<file path="config.mk">
export PLATFORM = sky130hd
export DESIGN_NAME = bin_bcd_converter
export DESIGN_NICKNAME = d
export VERILOG_FILES = /design/src/rtl/wam_display_pkg.sv /design/src/rtl/bcd_add3.sv /design/src/rtl/bin_bcd_converter.sv
export SDC_FILE = /design/constraint.sdc
export NUM_CORES = 1
export LEC_CHECK = 0
export ABC_AREA = 1
export BUFFER_PORTS_ARGS = -buffer_cell sky130_fd_sc_hd__buf_2
export CAP_MARGIN = 20
export CORE_UTILIZATION = 35
export DETAILED_ROUTE_END_ITERATION = 10
export GPL_TIMING_DRIVEN = 0
export HOLD_SLACK_MARGIN = 0.12
export PLACE_DENSITY_LB_ADDON = 0.08
export REMOVE_ABC_BUFFERS = 1
export SLEW_MARGIN = 15
export SYNTH_ARGS = -nofsm -noshare
export SYNTH_HDL_FRONTEND = slang
export SYNTH_SLANG_ARGS = --single-unit
</file>
<file path="constraint.sdc">
create_clock -name clock -period 2.3 [get_ports clock]
set_clock_uncertainty 0.05 [all_clocks]
set_input_delay 0.115 -clock clock [delete_from_list [all_inputs] [get_ports clock]]
set_output_delay 0.115 -clock clock [all_outputs]
set_load 0.01 [all_outputs]
</file>
<file path="src/rtl/wam_display_pkg.sv">
// Shared types and constants for the score/timer display path.
// Used by bin_bcd_converter and bcd_add3.
package wam_display_pkg;

    typedef enum logic {
        IDLE  = 1'b0,
        SHIFT = 1'b1
    } state_e;

    localparam int         BCD_DIGIT_W  = 4;
    localparam logic [3:0] BCD_ERR_CODE = 4'hF;

    // 33-bit power of ten, used for the out-of-range threshold
    function automatic logic [32:0] pow10(input int n);
        logic [32:0] r;
        r = 33'd1;
        for (int i = 0; i < n; i++) begin
            r = r * 33'd10;
        end
        return r;
    endfunction

endpackage

</file>
<file path="src/rtl/bcd_add3.sv">
// Double-dabble digit correction: a digit of 5 or more gets +3 before the
// next left shift so that it carries correctly into the next decade.
module bcd_add3
    import wam_display_pkg::*;
(
    input  logic [BCD_DIGIT_W-1:0] digit_i,
    output logic [BCD_DIGIT_W-1:0] digit_o
);

    assign digit_o = (digit_i >= 4'd5) ? digit_i + 4'd3 : digit_i;

endmodule

</file>
<file path="src/rtl/bin_bcd_converter.sv">
// Sequential binary-to-BCD converter (shift-add-3), one result per WIDTH+1 cycles.
// Define BCD_LEADING_BLANK_EN to produce the leading-zero blanking mask.
module bin_bcd_converter
    import wam_display_pkg::*;
#(
    parameter int WIDTH  = 14,
    parameter int DIGITS = 4
) (
    input  logic                  clock,
    input  logic                  reset,
    input  logic                  start,
    input  logic [WIDTH-1:0]      binary,
    output logic                  busy,
    output logic                  done,
    output logic [4*DIGITS-1:0]   bcd,
    output logic                  overflow,
    output logic [DIGITS-1:0]     blank
);

    localparam int          SW    = BCD_DIGIT_W * DIGITS;
    localparam int          CW    = $clog2(WIDTH + 1);
    localparam logic [32:0] LIMIT = pow10(DIGITS);

    state_e            state_q, state_d;
    logic [CW-1:0]     cnt_q, cnt_d;
    logic [WIDTH-1:0]  shift_q, shift_d;
    logic [SW-1:0]     scratch_q, scratch_d;
    logic              ovfPending_q, ovfPending_d;
    logic              done_q, done_d;
    logic [SW-1:0]     bcd_q, bcd_d;
    logic              overflow_q, overflow_d;

    logic [SW-1:0]     adjusted;
    logic [SW-1:0]     scratchShift;
    logic [32:0]       binExt;
    logic              lastShift;

    for (genvar k = 0; k < DIGITS; k++) begin : gAdd3
        bcd_add3 uAdd3 (
            .digit_i(scratch_q[BCD_DIGIT_W*k +: BCD_DIGIT_W]),
            .digit_o(adjusted[BCD_DIGIT_W*k +: BCD_DIGIT_W])
        );
    end

    // The bit shifted out of the top digit is dropped: in-range values never
    // produce it and out-of-range results are replaced by the error code.
    assign scratchShift = SW'({adjusted, shift_q[WIDTH-1]});
    assign binExt       = 33'(binary);
    assign lastShift    = (cnt_q == CW'(WIDTH - 1));

`ifdef BCD_LEADING_BLANK_EN
    logic [DIGITS-1:0] blank_q, blank_d;
    logic [DIGITS-1:0] blankNext;

    // Digit k is blanked when it and every digit above it are zero; digit 0 never is
    always_comb begin
        logic allZero;
        blankNext = '0;
        allZero   = 1'b1;
        for (int k = DIGITS - 1; k >= 1; k--) begin
            allZero      = allZero && (scratchShift[BCD_DIGIT_W*k +: BCD_DIGIT_W] == 4'd0);
            blankNext[k] = allZero;
        end
    end

    always_ff @(posedge clock or negedge reset) begin
        if (!reset) begin
            blank_q <= '0;
        end else begin
            blank_q <= blank_d;
        end
    end

    always_comb begin
        blank_d = blank_q;
        if (state_q == SHIFT && lastShift) begin
            blank_d = ovfPending_q ? '0 : blankNext;
        end
    end

    assign blank = blank_q;
`else
    assign blank = '0;
`endif

    always_ff @(posedge clock or negedge reset) begin
        if (!reset) begin
            state_q      <= IDLE;
            cnt_q        <= '0;
            shift_q      <= '0;
            scratch_q    <= '0;
            ovfPending_q <= 1'b0;
            done_q       <= 1'b0;
            bcd_q        <= '0;
            overflow_q   <= 1'b0;
        end else begin
            state_q      <= state_d;
            cnt_q        <= cnt_d;
            shift_q      <= shift_d;
            scratch_q    <= scratch_d;
            ovfPending_q <= ovfPending_d;
            done_q       <= done_d;
            bcd_q        <= bcd_d;
            overflow_q   <= overflow_d;
        end
    end

    always_comb begin
        state_d      = state_q;
        cnt_d        = cnt_q;
        shift_d      = shift_q;
        scratch_d    = scratch_q;
        ovfPending_d = ovfPending_q;
        done_d       = 1'b0;
        bcd_d        = bcd_q;
        overflow_d   = overflow_q;
        unique case (state_q)
            IDLE: begin
                if (start) begin
                    state_d      = SHIFT;
                    cnt_d        = '0;
                    shift_d      = binary;
                    scratch_d    = '0;
                    ovfPending_d = (binExt >= LIMIT);
                end
            end
            SHIFT: begin
                shift_d   = shift_q << 1;
                scratch_d = scratchShift;
                cnt_d     = cnt_q + 1'b1;
                if (lastShift) begin
                    state_d = IDLE;
                    cnt_d   = '0;
                    done_d  = 1'b1;
                    if (ovfPending_q) begin
                        bcd_d      = {DIGITS{BCD_ERR_CODE}};
                        overflow_d = 1'b1;
                    end else begin
                        bcd_d      = scratchShift;
                        overflow_d = 1'b0;
                    end
                end
            end
            default: state_d = IDLE;
        endcase
    end

    assign busy     = (state_q == SHIFT);
    assign done     = done_q;
    assign bcd      = bcd_q;
    assign overflow = overflow_q;

endmodule
</file>
==> flow_summary.ini <==
[outcome]
status = complete, no violations

[power]
vdd.ir_drop.worst_uv = 525
internal_power_w = 0.00233
power_w = 0.00408
power.switching_w = 0.00175
clockPowerShare = 0.133
swShare = 0.428
seqPwrFrac = 0.424
combPwrFrac = 0.443
p_leak_nw = 1.58
pwr_density_cell_nw_per_um2 = 1310

[timing]
worst_pin_slew_ns = 0.714
relSlewSlack = 0.524
min_period_over_period = 0.838
grt_setup_unrepaired = false
hold_viol_final = 0
finalSetupTns_ns = 0
finalSetupViolations = 0
post-route-min-period_ns = 1.93
max_freq_ghz = 0.519
slew_violations = 0

[die]
num_rows = 31
core_um2 = 7290
dieWidth_um = 89.3
ioPinCount = 40
start_util = 0.366
die-area_um2 = 7970
die_y_um = 89.3

[yosys]
yosysWarnings = 0
yosysUniqueCellTypes = 30
syn_inst = 308
avgSynthCellArea_um2 = 8.66
synth_ff_type = dfrtp_1
synthAdderAreaFrac = 0.0469
synthArstFlopShare = 1.00
ys_ff_latch = 54
yosys-mux-area-fraction = 0
synth-seq-area-share = 0.507
synth_area_um2 = 2670
synth_compound_area_frac = 0.116
synth_edf_count = 0
synth_top_family_by_area = simple AND/OR/NAND/NOR gates
synthSimpleGateAreaFrac = 0.227
synthXorXnorAreaFrac = 0.00657

[route]
wl_per_cell_um = 12.8
wl_mm = 5.82
drc = 0
viasPerCell = 4.75
dr.pass1.iters = 5
num_vias = 2167
ant_nets = 0
drt_iter0_markers = 78

[global_routing]
use_met1 = 0.210
grt_max_degree = 55
grt_use_met2 = 0.286
track_usage = 0.165
grt_pass1_vias = 2179
met3_usage = 0.0286
grt_overflow = 0
antenna_found_initial = 0
grt-busiest-layer = met2
grt_pass1_wl_mm = 10.0

[cells_and_area]
final_net_count = 383
area_growth_pct = 16.6
fillers = 759
layout-drive-gt1-share = 0.162
stdcell_area_um2 = 3110
fin_cells = 456
antenna_cells_inserted = 0

[clock_network]
clk_latency_ns = 0.31
root_buffer = clkbuf_8
clock-sinks = 54
postCtsSetupBuffers = 0
clkSlewWorstSetupHoldPaths_ns = 0.11
clockBufferDepth = 2
htree_num_levels = 2
cts_tree = built
tritoncts.num_buffers = 5

[setup_path]
cp-end-kind = flop
critPathRequiredTime_ns = 2.48
crit_fanout = 19
crit_type = flop to flop
start_kind = flop
arrival_ns = 2.11

[run]
cap_viol_max_count = 0

[hold_path]
worstHoldPathType = input port to asynchronous set/reset pin

[placement]
place.detailed.hpwl_mm = 3.69
place_congestion = 0.797
placed_cell_area_um2 = 2860
port_buffers = 35
dp.cells = 432
-- placed cells by master, fill, tap and decap left out, types with 10 or more instances in the layout --
cell type / synthesis / layout
inv_1: 30 / 30
a21oi_1: 13 / 13
nand3_1: 16 / 16
buf_2: 1 / 34
dlygate4sd3_1: 0 / 16
nand2_1: 89 / 89
o21ai_0: 15 / 15
ha_1: 10 / 10
nor2_1: 25 / 25
dfrtp_1: 54 / 53
-- synth_stat cells (2+ instances only) --
cell type,instances,area share
or2_2,3,0.0070
nor2_1,25,0.035
ha_1,10,0.047
o21ai_0,15,0.028
o21ai_2,6,0.020
dfrtp_1,54,0.51
inv_2,2,0.0028
nand2_1,89,0.13
a21oi_1,13,0.024
nand4_1,9,0.021
inv_1,30,0.042
o221ai_1,2,0.0066
buf_6,3,0.013
nand3_1,16,0.030
a22oi_1,6,0.017
buf_4,6,0.017
o22ai_1,6,0.014
-- layout make-up --
type / count / area [um2] / area share
multi-input combinational: 211 / 1070 / 0.345
inverter: 33 / 131 / 0.0423
sequential: 54 / 1350 / 0.435
clock inverter: 3 / 21.3 / 0.00684
timing repair buffer: 51 / 338 / 0.109
clock buffer: 5 / 68.8 / 0.0221
tap: 99 / 124 / 0.0398
-- stage by stage --
step                      hold WS (ns)  setup WS (ns)   util
after global placement           0.287         0.0903  0.392
after global routing             0.437          0.173  0.426
after floorplan                 -0.231          0.655      -
final                            0.328          0.372  0.426
after CTS                        0.368         0.0517  0.426
after detailed placement         0.170         0.0700  0.392
-- power by group through the flow --
stage               logic, W  registers [W]  clock network [W]
finish               0.00181        0.00173           0.000543
global route         0.00214        0.00180           0.000600
CTS                  0.00183        0.00173           0.000562
detailed placement   0.00181        0.00175                  0
global placement     0.00177        0.00175                  0
floorplan            0.00125        0.00175                  0
-- what timing repair did --
| item | 4_1_cts | 5_1_grt |
|---|---|---|
| endpoints found under the setup margin | 0 | 2 |
| hold endpoints to repair | 70 | 0 |
| hold buffers | 16 | 0 |
| resized for setup | 0 | 1 |
-- sequential cells by signal, summed over array words and instances (netlist names) --
signal,count
bcd,16
scratch_q,16
shift_q,14
cnt_q,4
busy,1
done,1
overflow,1
ovfPending_q,1
-- path summary, 6_finish.rpt --
kind	slack [ns]	end	cells after the start	startpoint
max reg2reg	0.37	shift_q[13]	7	busy
max	0.37	shift_q[13]	7	busy
min	0.33	bcd[9]	2	reset
min reg2reg	0.44	shift_q[10]	2	shift_q[10]
max in group asynchronous	1.36	busy	2	reset
min in group clock	0.44	shift_q[10]	2	shift_q[10]
-- layer usage --
layer  vias to the layer above  part of all wire
met4                         0            0.0072
met3                         4             0.026
li1                       1083                 -
met5                         -                 0
met1                      1042              0.48
met2                        38              0.49
-- worst max-delay path: stages, from the launching register on --
cell     delay [ns]
dfrtp_2        0.57
inv_2          0.37
nand2_1        0.19
inv_1          0.34
nand2_1        0.10
inv_1          0.09
a21oi_1        0.04
o21ai_0        0.09
-- kinds of logic (layout without fill, tap and decap cells) --
logic type / after synthesis / count (layout)
and+or+nand+nor: 145 / 145
DFF: 54 / 54
AOI/OAI and AO/OA: 50 / 50
buffers and inverters: 46 / 92
adders and majority gates: 10 / 10
xor gates and xnor gates: 2 / 2
other: 1 / 4
Power figures use the tool's default switching activity.
